--- src/rtl/kb_event_decoder_pkg.sv ---
// Shared constants, state encoding and event record for the PS/2 set-2 event decoder.
package kb_event_decoder_pkg;

  localparam logic [7:0] PREFIX_EXT = 8'hE0;
  localparam logic [7:0] PREFIX_BRK = 8'hF0;

  // Keyboard housekeeping replies that never form part of a key event
  localparam logic [7:0] CODE_ACK    = 8'hFA;
  localparam logic [7:0] CODE_BAT_OK = 8'hAA;
  localparam logic [7:0] CODE_ECHO   = 8'hEE;
  localparam logic [7:0] CODE_RESEND = 8'hFE;

  localparam logic [7:0] CODE_CAPS   = 8'h58;
  localparam logic [7:0] CODE_NUM    = 8'h77;
  localparam logic [7:0] CODE_SCROLL = 8'h7E;

  localparam logic [7:0] CODE_LSHIFT = 8'h12;
  localparam logic [7:0] CODE_RSHIFT = 8'h59;
  localparam logic [7:0] CODE_CTRL   = 8'h14;
  localparam logic [7:0] CODE_ALT    = 8'h11;

  localparam int LOCK_CAPS   = 0;
  localparam int LOCK_NUM    = 1;
  localparam int LOCK_SCROLL = 2;

  localparam int MOD_LSHIFT = 0;
  localparam int MOD_RSHIFT = 1;
  localparam int MOD_CTRL   = 2;
  localparam int MOD_ALT    = 3;

  localparam int EVENT_W = 10;

  typedef enum logic [1:0] {
    ST_IDLE    = 2'd0,
    ST_EXT     = 2'd1,
    ST_BRK     = 2'd2,
    ST_EXT_BRK = 2'd3
  } state_t;

  typedef struct packed {
    logic       ext;
    logic       brk;
    logic [7:0] code;
  } event_t;

  function automatic logic is_discard(input logic [7:0] b);
    return (b == CODE_ACK) || (b == CODE_BAT_OK) || (b == CODE_ECHO) || (b == CODE_RESEND);
  endfunction

endpackage

--- src/rtl/kb_event_decoder_fifo.sv ---
// First-word-fall-through event FIFO; a push on a full FIFO is accepted only
// when a pop frees a slot in the same cycle, otherwise it is dropped and flagged.
module kb_event_fifo #(
  parameter int WIDTH = 10,
  parameter int DEPTH = 4
) (
  input  logic             clk,
  input  logic             sclr,
  input  logic             push,
  input  logic [WIDTH-1:0] data_in,
  input  logic             pop,
  output logic [WIDTH-1:0] data_out,
  output logic             empty,
  output logic             full,
  output logic             overflow
);

  localparam int AW = (DEPTH > 1) ? $clog2(DEPTH) : 1;
  localparam logic [AW:0] DEPTH_C = (AW + 1)'(DEPTH);

  logic [WIDTH-1:0] mem [DEPTH];
  logic [AW-1:0]    rd_ptr;
  logic [AW-1:0]    wr_ptr;
  logic [AW:0]      count;
  logic             do_push;
  logic             do_pop;

  assign empty    = (count == '0);
  assign full     = (count == DEPTH_C);
  assign do_pop   = pop && !empty;
  assign do_push  = push && (!full || do_pop);
  assign data_out = empty ? '0 : mem[rd_ptr];

  // DEPTH is a power of two, so the pointers wrap by plain overflow
  always_ff @(posedge clk) begin
    if (sclr) begin
      rd_ptr   <= '0;
      wr_ptr   <= '0;
      count    <= '0;
      overflow <= 1'b0;
    end else begin
      if (do_push) wr_ptr <= wr_ptr + 1'b1;
      if (do_pop)  rd_ptr <= rd_ptr + 1'b1;
      if (push && !do_push) overflow <= 1'b1;
      case ({do_push, do_pop})
        2'b10:   count <= count + 1'b1;
        2'b01:   count <= count - 1'b1;
        default: count <= count;
      endcase
    end
  end

  always_ff @(posedge clk) begin
    if (!sclr && do_push) mem[wr_ptr] <= data_in;
  end

endmodule

--- src/rtl/kb_event_decoder.sv ---
// PS/2 set-2 scancode decoder: prefix FSM, lock toggles with typematic
// suppression, live modifier levels and a FWFT queue of completed events.
module kb_event_decoder
  import kb_event_decoder_pkg::*;
#(
  parameter int         FIFO_DEPTH = 4,
  parameter logic [2:0] LOCK_INIT  = 3'b000
) (
  input  logic       clk,
  input  logic       i_sclr,
  input  logic       i_byte_en,
  input  logic [7:0] i_byte,
  input  logic       i_pop,
  output logic       o_valid,
  output logic [7:0] o_code,
  output logic       o_ext,
  output logic       o_break,
  output logic       o_full,
  output logic       o_overflow,
  output logic [2:0] o_locks,
  output logic [3:0] o_mods
);

  state_t     state;
  state_t     state_nxt;
  logic       emit;
  event_t     ev;
  event_t     head;
  logic       empty;
  logic [2:0] locks_q, locks_nxt;
  logic [2:0] held_q, held_nxt;
  logic [3:0] mods_q, mods_nxt;
  logic [2:0] lock_hit;
  logic [3:0] mod_hit;

  always_ff @(posedge clk) begin
    if (i_sclr) begin
      state   <= ST_IDLE;
      locks_q <= LOCK_INIT;
      held_q  <= '0;
      mods_q  <= '0;
    end else begin
      state   <= state_nxt;
      locks_q <= locks_nxt;
      held_q  <= held_nxt;
      mods_q  <= mods_nxt;
    end
  end

  always_comb begin
    state_nxt = state;
    emit      = 1'b0;
    ev        = '0;
    ev.code   = i_byte;
    if (i_byte_en) begin
      case (state)
        ST_IDLE: begin
          if (i_byte == PREFIX_EXT)      state_nxt = ST_EXT;
          else if (i_byte == PREFIX_BRK) state_nxt = ST_BRK;
          else if (!is_discard(i_byte))  emit = 1'b1;
        end
        ST_EXT: begin
          if (i_byte == PREFIX_BRK) begin
            state_nxt = ST_EXT_BRK;
          end else if (i_byte != PREFIX_EXT) begin
            emit      = 1'b1;
            ev.ext    = 1'b1;
            state_nxt = ST_IDLE;
          end
        end
        ST_BRK: begin
          emit      = 1'b1;
          ev.brk    = 1'b1;
          state_nxt = ST_IDLE;
        end
        ST_EXT_BRK: begin
          emit      = 1'b1;
          ev.ext    = 1'b1;
          ev.brk    = 1'b1;
          state_nxt = ST_IDLE;
        end
        default: state_nxt = ST_IDLE;
      endcase
    end
  end

  // Lock keys only exist as non-extended codes; ctrl/alt accept either form
  always_comb begin
    lock_hit              = '0;
    lock_hit[LOCK_CAPS]   = emit && !ev.ext && (ev.code == CODE_CAPS);
    lock_hit[LOCK_NUM]    = emit && !ev.ext && (ev.code == CODE_NUM);
    lock_hit[LOCK_SCROLL] = emit && !ev.ext && (ev.code == CODE_SCROLL);

    mod_hit             = '0;
    mod_hit[MOD_LSHIFT] = emit && !ev.ext && (ev.code == CODE_LSHIFT);
    mod_hit[MOD_RSHIFT] = emit && !ev.ext && (ev.code == CODE_RSHIFT);
    mod_hit[MOD_CTRL]   = emit && (ev.code == CODE_CTRL);
    mod_hit[MOD_ALT]    = emit && (ev.code == CODE_ALT);

    locks_nxt = locks_q;
    held_nxt  = held_q;
    mods_nxt  = mods_q;
    for (int i = 0; i < 3; i++) begin
      if (lock_hit[i]) begin
        if (ev.brk) begin
          held_nxt[i] = 1'b0;
        end else if (!held_q[i]) begin
          locks_nxt[i] = ~locks_q[i];
          held_nxt[i]  = 1'b1;
        end
      end
    end
    for (int j = 0; j < 4; j++) begin
      if (mod_hit[j]) mods_nxt[j] = !ev.brk;
    end
  end

  kb_event_fifo #(
    .WIDTH(EVENT_W),
    .DEPTH(FIFO_DEPTH)
  ) u_fifo (
    .clk      (clk),
    .sclr     (i_sclr),
    .push     (emit),
    .data_in  (ev),
    .pop      (i_pop),
    .data_out (head),
    .empty    (empty),
    .full     (o_full),
    .overflow (o_overflow)
  );

  assign o_valid = !empty;
  assign o_code  = head.code;
  assign o_ext   = head.ext;
  assign o_break = head.brk;
  assign o_locks = locks_q;
  assign o_mods  = mods_q;

endmodule

--- config.mk ---
export PLATFORM = sky130hd
export DESIGN_NAME = kb_event_decoder
export DESIGN_NICKNAME = d
export VERILOG_FILES = /design/src/rtl/kb_event_decoder_pkg.sv /design/src/rtl/kb_event_decoder_fifo.sv /design/src/rtl/kb_event_decoder.sv
export SDC_FILE = /design/constraint.sdc
export NUM_CORES = 1
export LEC_CHECK = 0
export CORE_MARGIN = 2
export CORE_UTILIZATION = 59
export DETAILED_ROUTE_END_ITERATION = 16
export GPL_TIMING_DRIVEN = 0
export PLACE_DENSITY = 0.83
export SLEW_MARGIN = 20
export SYNTH_ARGS = -nofsm -noshare
export SYNTH_HDL_FRONTEND = slang
export SYNTH_HIERARCHICAL = 1
export SYNTH_SLANG_ARGS = --single-unit
--- constraint.sdc ---
create_clock -name clk -period 8.5 [get_ports clk]
set_clock_uncertainty 0.15 [all_clocks]
set_input_delay 1.7 -clock clk [delete_from_list [all_inputs] [get_ports clk]]
set_output_delay 1.7 -clock clk [all_outputs]
set_load 0.005 [all_outputs]
==> results.yml <==
outcome:
  status: "finished, final reports clean"
synth:
  synth_fa_ha_area_frac: 0.02966
  synth_compound_area_frac: 0.07146
  synth_top_family_by_area: "simple AND/OR/NAND/NOR gates"
  synth_edf_count: 40
  ys_types: 48
  synth.top_cells.by_count: "edfxtp_1 (40), dfxtp_1 (22), nor2_1 (13)"
  syn_area_per_cell_um2: 13.45
  yosysMostFrequentCell: "edfxtp_1"
  syn_inst: 207
  synth_seq_cells: 62
  synthMuxAreaShare: 0.09393
  synth.yosys.seq_area_share: 0.5897
  yosys_most_used_dff: "edfxtp_1"
  netlist_area_um2: 2784
  synthXorXnorAreaFrac: 0.01258
  synth.area.top_cells: "edfxtp_1 (43%), dfxtp_1 (16%), mux4_2 (8.1%), nor2b_1 (2.5%), ha_1 (2.2%)"
  synth.net_count: 225
  synth-simple-area-share: 0.1672
  ys_warn_count: 6
  synth_largest_area_cell: "edfxtp_1"
  synth_top_area_share: 0.4315
  ys_async_sr_fraction: 0
detailed_routing:
  num_vias: 1798
  viasPerCell: 5.876
  drc: 0
  detail-route-antenna-nets: 0
  drt_iter0_drc: 168
  detail_route.first_pass.iterations: 4
  wire_per_inst_um: 16.33
  drt-total-wl_um: 4998
global_route:
  grt_pass1_wl_um: 8245
  antenna_found_initial: 0
  grt_overflow: 0
  grt_pass1_vias: 1729
  grt_max_degree: 12
  grt_use_total: 0.2142
clock_network:
  cts.clk_slew.worst_paths_ns: 0.06
  clock_sinks: 62
  clock-root-buffer: "clkbuf_8"
  clk_latency_ns: 0.33
  post_cts_buffers: 0
  hold_buffers: 0
  clk_path_buf_depth: 2
  cts_resized: 0
  cts_buffers: 9
  htreeDepth: 3
  tritoncts: "done"
worst_setup_path:
  arrival_ns: 5.22
  cp-end-kind: "flop"
  r2r_cells: 12
  cp-start-kind: "input port"
  crit_fanout: 10
  required_ns: 8.61
  critPathLaunch: "i_byte[2]"
  path_cells: "clkdlybuf4s50_1 -> or4b_4 -> o41a_1 -> buf_6 -> o41a_1 -> a21boi_2 -> inv_2 -> ha_1 -> inv_1 -> fa_1 -> xor2_1 -> or3_1 -> a21oi_1"
  crit_type: "input port to flop"
  crit_family: "buffers and inverters"
  r2r-end: "u_fifo/count[2]"
  worst-path-buf-inv: 4
  regToRegStartpoint: "state[1]"
  reg2reg_slack_ns: 5.04
  cp_common_cell: "o41a_1"
  cp_slowest_cell: "clkdlybuf4s50_1"
  slowest_delay_ns: 0.60
timing:
  slew_viol_final: 0
  finalCriticalPeriod_ns: 5.109
  finalCritPeriodShare: 0.6010
  max_freq_mhz: 195.7
  finalSetupViolations: 0
  tns_ns: 0
  relSlewSlack: 0.3959
  worstMarginPinSlew_ns: 0.9023
  finalHoldViolCount: 0
  hold-worst-slack_ns: 0.3190
  rsz0062_at_grt: "false"
flow_run:
  maxCapViolations: 0
worst_hold_path:
  holdCritStartpoint: "u_fifo/overflow"
  hold_path.class: "flop to flop"
  hold_depth: 2
  hold-path-endpoint: "u_fifo/overflow"
die:
  die_h_um: 72.69
  start_util: 0.6264
  die_area_um2: 5284
  core_area_um2: 4444
  die_x_um: 72.69
  io-pin-count: 32
  num_rows: 24
layout:
  drive_above_1_share: 0.1772
  nets: 267
  fin_util: 0.7461
  antenna_cells: 0
  syn_to_final_growth_pct: 19.10
  final.fill_count: 303
power:
  p_leak_nw: 1.109
  p_total_mw: 0.7960
  power.density_nw_per_um2: 240.1
  peakVddDrop_mv: 0.1439
place:
  hpwlAfterDp_um: 3383
  gp_congestion: 0.8466
  port_buffers: 31
## layout make-up
type / count / area (um2) / share of cell area
flip-flops and latches: 62 / 1642 / 0.4951
multi-input cells: 124 / 1044 / 0.3147
repair buffers: 31 / 310.3 / 0.09359
clock buffers: 10 / 127.6 / 0.03849
well taps: 52 / 65.06 / 0.01962
plain buffers: 9 / 53.80 / 0.01623
inverters: 12 / 45.04 / 0.01358
clock inverters: 6 / 28.78 / 0.008679
## worst reg2reg max path: cells and delay by family (launching register included)
family	cells	cell delay, ns
AO/OA/AOI/OAI	4	0.87
XOR/XNOR	1	0.16
adder cells (fa/ha/maj)	2	0.63
buffers and inverters	3	0.38
flip-flops	1	0.35
AND/OR/NAND/NOR	2	0.84
## stage by stage
| step | setup WS [ns] | instance area [um2] | std cells |
|---|---|---|---|
| finish | 3.391 | 3316 | 306 |
| global route | 3.221 | 3316 | 306 |
| detailed placement | 3.058 | 3159 | 290 |
| global placement | 3.145 | 3159 | 290 |
| floorplan | 3.929 | 2784 | 207 |
| CTS | 3.403 | 3316 | 306 |
## cell usage in the layout, fill, tap and decap left out, types with 3 or more instances in the layout
cell type / n
clkdlybuf4s50_1: 31
o21ai_0: 3
nor4_1: 5
a211oi_1: 6
clkbuf_1: 4
a31oi_1: 3
nand2_1: 4
mux4_2: 10
nor3b_2: 5
edfxtp_1: 40
and2_1: 3
nor2b_1: 11
dfxtp_1: 22
ha_1: 5
buf_2: 3
or3_1: 3
xor2_1: 3
nor2_1: 13
clkinv_2: 5
a21oi_1: 12
nand2b_1: 5
inv_1: 11
clkbuf_8: 9
## layer usage
metal / vias up / track usage / wire, um
met5: - / 0 / 0
met4: 0 / 0.1337 / 121
met3: 14 / 0.04006 / 284
met2: 66 / 0.3182 / 2323
met1: 856 / 0.2930 / 2269
li1: 862 / - / -
## registers in the layout, indices dropped and copies added, names as in the netlist, named ones only
register and flops:
u_fifo/rd_ptr 2, o_locks 3, u_fifo/count 3, held_q 3
u_fifo/wr_ptr 2, state 2, o_mods 4, u_fifo/overflow 1
u_fifo/mem 40
## power breakdown
| part | internal (mW) | switching (mW) |
|---|---|---|
| registers | 0.341 | 0.0135 |
| logic | 0.129 | 0.105 |
| clock network | 0.102 | 0.105 |
| total | 0.572 | 0.224 |
## how the worst max path moves through the flow
stage / cells past startpoint / to / slack (ns)
final: 13 / u_fifo/count[2] / 3.39
after detailed placement: 13 / u_fifo/count[2] / 3.06
after global routing: 13 / u_fifo/count[2] / 3.22
after floorplan: 12 / u_fifo/count[2] / 3.93
after global placement: 13 / u_fifo/count[2] / 3.14
after CTS: 13 / u_fifo/count[2] / 3.40
## cells by family after synthesis
logic type | count (synthesis)
AO/OA/AOI/OAI | 30
flip-flops | 62
XOR/XNOR | 4
multiplexers | 13
AND/OR/NAND/NOR | 71
adder cells (fa/ha/maj) | 6
buffers and inverters | 21
(Power assumes the default switching activity.)
